<file path="src/rtl/core_pkg.sv">
// Shared types and helpers for the fetch-side program counter.
// The state type and the offset sign extension live here so other core blocks can use them.
package core_pkg;

    localparam int PC_W_DEFAULT = 10;

    typedef enum logic [1:0] {
        IDLE = 2'd0,
        RUN  = 2'd1,
        DONE = 2'd2
    } pc_state_t;

    // Returns a 32-bit value; callers size-cast it down to their PC width.
    function automatic logic [31:0] sext8(input logic [7:0] v);
        return {{24{v[7]}}, v};
    endfunction

endpackage

</file>
<file path="src/rtl/pc_next_calc.sv">
// Combinational next-PC adder: pc + 1, or pc + sign-extended branch offset.
// Addition is modulo 2^PC_W, so both directions wrap silently.
module pc_next_calc
    import core_pkg::*;
#(
    parameter int PC_W = PC_W_DEFAULT
) (
    input  logic [PC_W-1:0] pc_i,
    input  logic [7:0]      offset_i,
    input  logic            branch_taken_i,
    output logic [PC_W-1:0] next_pc_o
);

    logic [PC_W-1:0] step;

    assign step      = branch_taken_i ? PC_W'(sext8(offset_i)) : PC_W'(1);
    assign next_pc_o = pc_i + step;

endmodule

</file>
<file path="src/rtl/program_counter.sv">
// Program counter with IDLE/RUN/DONE run handshake and a saturating retired-instruction counter.
// All outputs come straight from registers, so every effect shows up the cycle after its edge.
module program_counter
    import core_pkg::*;
#(
    parameter int PC_W       = PC_W_DEFAULT,
    parameter int CNT_W      = 16,
    parameter int START_ADDR = 0
) (
    input  logic             clk,
    input  logic             reset,
    input  logic             start,
    input  logic             stall,
    input  logic             halt,
    input  logic             branch_en,
    input  logic             branch_cond,
    input  logic [7:0]       offset,
    output logic [PC_W-1:0]  pc,
    output logic             running,
    output logic             done,
    output logic [CNT_W-1:0] instr_count
);

    localparam logic [PC_W-1:0]  START_PC = PC_W'(START_ADDR);
    localparam logic [CNT_W-1:0] CNT_MAX  = '1;

    pc_state_t        state_q, state_d;
    logic [PC_W-1:0]  pc_q, pc_d;
    logic [CNT_W-1:0] cnt_q, cnt_d;
    logic             running_q, done_q;

    logic             branch_taken;
    logic [PC_W-1:0]  next_pc;
    logic [CNT_W-1:0] cnt_inc;

    assign branch_taken = branch_en && branch_cond;

    pc_next_calc #(
        .PC_W(PC_W)
    ) u_next (
        .pc_i           (pc_q),
        .offset_i       (offset),
        .branch_taken_i (branch_taken),
        .next_pc_o      (next_pc)
    );

    // The counter sticks at its maximum instead of wrapping back to zero.
    assign cnt_inc = (cnt_q == CNT_MAX) ? cnt_q : cnt_q + CNT_W'(1);

    always_comb begin
        state_d = state_q;
        pc_d    = pc_q;
        cnt_d   = cnt_q;
        unique case (state_q)
            IDLE, DONE: begin
                if (start) begin
                    state_d = RUN;
                    pc_d    = START_PC;
                    cnt_d   = '0;
                end
            end
            RUN: begin
                // Halt retires but leaves pc on the halt instruction; it beats a taken branch.
                if (!stall) begin
                    cnt_d = cnt_inc;
                    if (halt) begin
                        state_d = DONE;
                    end else begin
                        pc_d = next_pc;
                    end
                end
            end
            default: begin
                state_d = IDLE;
                pc_d    = START_PC;
                cnt_d   = '0;
            end
        endcase
    end

    always_ff @(posedge clk) begin
        if (reset) begin
            state_q   <= IDLE;
            pc_q      <= START_PC;
            cnt_q     <= '0;
            running_q <= 1'b0;
            done_q    <= 1'b0;
        end else begin
            state_q   <= state_d;
            pc_q      <= pc_d;
            cnt_q     <= cnt_d;
            running_q <= (state_d == RUN);
            done_q    <= (state_d == DONE);
        end
    end

    assign pc          = pc_q;
    assign running     = running_q;
    assign done        = done_q;
    assign instr_count = cnt_q;

endmodule

</file>
<file path="config.mk">
export PLATFORM = sky130hd
export DESIGN_NAME = program_counter
export DESIGN_NICKNAME = d
export VERILOG_FILES = /design/src/rtl/core_pkg.sv /design/src/rtl/pc_next_calc.sv /design/src/rtl/program_counter.sv
export SDC_FILE = /design/constraint.sdc
export NUM_CORES = 1
export LEC_CHECK = 0
export ABC_AREA = 0
export CAP_MARGIN = 20
export CORE_MARGIN = 2
export CORE_UTILIZATION = 53
export CTS_CLUSTER_SIZE = 28
export DETAILED_ROUTE_END_ITERATION = 8
export PLACE_DENSITY = 0.82
export SYNTH_ARGS = -nofsm -noshare
export SYNTH_HDL_FRONTEND = slang
export SYNTH_SLANG_ARGS = --single-unit
</file>
<file path="constraint.sdc">
create_clock -name clk -period 4.6 [get_ports clk]
set_clock_uncertainty 0.05 [all_clocks]
set_input_delay 0.46 -clock clk [delete_from_list [all_inputs] [get_ports clk]]
set_output_delay 0.46 -clock clk [all_outputs]
set_load 0.05 [all_outputs]
</file>
==> impl_metrics.json <==
{
  "grt_usage": 0.2173,
  "hpwl_um": 2893,
  "grt_overflow_total": 0,
  "synthesis.area_um2": 1820,
  "cts_setup_buffers": 0,
  "core_area_um2": 3311,
  "cp_max_fo": 8,
  "drc": 0,
  "cp.required_ns": 4.81,
  "antenna_left": 0,
  "antenna_found_initial": 0,
  "die_w_um": 62.61,
  "rsz0062_at_grt": "no",
  "arrival_ns": 2.64,
  "r2r_cells": 5,
  "post-route-min-period_ns": 2.432,
  "cts_tree": "yes",
  "cap_viol_max_count": 0,
  "synthesis.nets": 235,
  "p_leak_uw": 0.0008861,
  "cts_resized": 0,
  "io_buffers": 42,
  "cts_sinks": 30,
  "min_to": "pc[5]",
  "p_per_area_nw_per_um2": 234.4,
  "finalMaxSlewViolations": 0,
  "rrSetupSlack_ns": 2.50,
  "clk_path_buf_depth": 2,
  "min-delay-start": "pc[5]",
  "drt_iter0_markers": 41,
  "place_congestion": 0.8121,
  "die_height_um": 62.61,
  "grt_pass1_vias": 1523,
  "period_share": 0.5286,
  "start_util": 0.5499,
  "hold_violations": 0,
  "yosys_warnings": 0,
  "cts_made_buffers": 5,
  "worstSetupPathType": "input pin to register",
  "clk_pin_slew_ns": 0.10,
  "synth_seq_cells": 30,
  "syn_inst": 209,
  "fin_nets": 279,
  "syn2layout_area_growth_pct": 29.00,
  "synthFlopType": "dfxtp_1",
  "hold_path_class": "register to register",
  "vias_per_cell": 5.590,
  "routed_wl_um": 3994,
  "setup_viol": 0,
  "utilization": 0.7094,
  "whs_ns": 0.4305,
  "hold_buffers": 0,
  "tns_ns": 0,
  "stdcell_area_um2": 2349,
  "crit-reg2reg-capture": "pc[2]",
  "drtPass1Iterations": 4,
  "drive_gt1_frac": 0.05906,
  "seq_area_um2": 600.6,
  "worstMarginPinSlew_ns": 1.056,
  "r2r-start": "state_q[0]",
  "async_reset_ff_frac": 0,
  "multi_input_area_um2": 1172,
  "slew-limit-headroom": 0.2958,
  "ys_seq_area_frac": 0.3299,
  "vias": 1677,
  "crit_path_end_kind": "register",
  "grt_pass1_wl_um": 6810,
  "cts-root-buf": "clkbuf_4",
  "dieArea_um2": 3920,
  "ioPinCount": 43,
  "cp-start-kind": "input pin",
  "core.rowCount": 21,
  "htreeDepth": 2,
  "holdPathStages": 2,
  "synth_area_per_cell_um2": 8.711,
  "insertion_delay_ns": 0.34,
  "netlist-cell-type-count": 48,
  "grt_max_degree": 19,
  "fillers": 276,
  "outcome": "completed",
  "fmaxAchievable_ghz": 0.4112,
  "routedWlPerCell_um": 13.31,
  "synth_edf_count": 0,
  "place_area_um2": 2270,
  "antenna_cells": 0,
  "peakVddDrop_uv": 172.1
}
cells by family after synthesis:
| group | share of synthesized area |
|---|---|
| and+or+nand+nor | 0.2715 |
| AOI/OAI and AO/OA | 0.2344 |
| DFF | 0.3299 |
| xor gates and xnor gates | 0.05292 |
| adders and majority gates | 0.07973 |
| buffers and inverters | 0.02612 |
| muxes | 0.005499 |
placed cells by master (no fill, tap or decap), types with 4 or more instances in the layout:
master and instances:
and3_1 9, a21o_1 4, clkdlybuf4s50_1 42, o31ai_1 5
nor3_1 5, ha_1 10, xor2_1 10, o21ai_0 6
nand3b_1 4, nand2_1 11, o211ai_1 5, inv_1 5
nand2b_1 6, a21oi_1 17, nor2_1 25, or3_1 4
dfxtp_1 30, clkbuf_4 5, nand3_1 8
layout make-up:
cell class	instances	share of cell area
inverters	5	0.007991
flip-flops and latches	30	0.2557
multi-input cells	169	0.4992
well taps	46	0.02451
clock buffers	8	0.03356
repair buffers	42	0.1790
worst max-delay path: stages:
cell and delay, ns:
clkdlybuf4s50_1 0.50, nand3b_1 0.13, ha_1 0.17, inv_1 0.05
fa_1 0.37, nor2b_1 0.15, o21ai_0 0.16, a211oi_1 0.33
nor3_1 0.10, o31ai_1 0.21
worst max path at each step:
stage | startpoint | endpoint | slack, ns | cells after the start
after CTS | branch_cond | pc[8] | 2.17 | 10
after floorplan | pc[0] | pc[8] | 2.33 | 8
after detailed placement | branch_cond | pc[8] | 1.81 | 10
after global routing | branch_cond | pc[8] | 1.93 | 10
final | branch_cond | pc[8] | 2.17 | 10
after global placement | branch_en | pc[8] | 1.86 | 10
report_power, final:
| group | internal, uW | switching (uW) |
|---|---|---|
| registers | 264 | 4.48 |
| clock network | 104 | 97.8 |
| logic | 32.6 | 47.1 |
layer usage:
metal,vias up,wire length [um],global-route usage
met5,-,0,0
met4,0,73,0.09167
met3,6,203,0.05766
met2,39,1856,0.3710
met1,770,1861,0.2568
li1,862,-,-
registers in the layout (all words and copies together), names as in the netlist:
register     cells
done             1
instr_count     16
pc              10
running          1
state_q          2
cell usage after synthesis (5+ instances only):
cell type	n	area, um2
nand3_1	8	40.04
nand2_1	11	41.29
a21oi_1	17	85.08
o31ai_1	5	37.54
xor2_1	10	87.58
nand2b_1	6	37.54
nor2_1	25	93.84
nor3_1	5	25.02
inv_1	5	18.77
and3_1	9	56.30
ha_1	10	125.1
o21ai_0	6	30.03
o211ai_1	5	37.54
dfxtp_1	30	600.6
per-stage QoR:
step	cells	worst slack (ns)	power (uW)
floorplan	209	2.334	327.3
global placement	292	1.859	354.0
detailed placement	292	1.807	354.3
CTS	300	2.168	555.8
global route	300	1.929	578.1
finish	300	2.168	550.4
No activity file was read; power rests on OpenSTA's default activity.
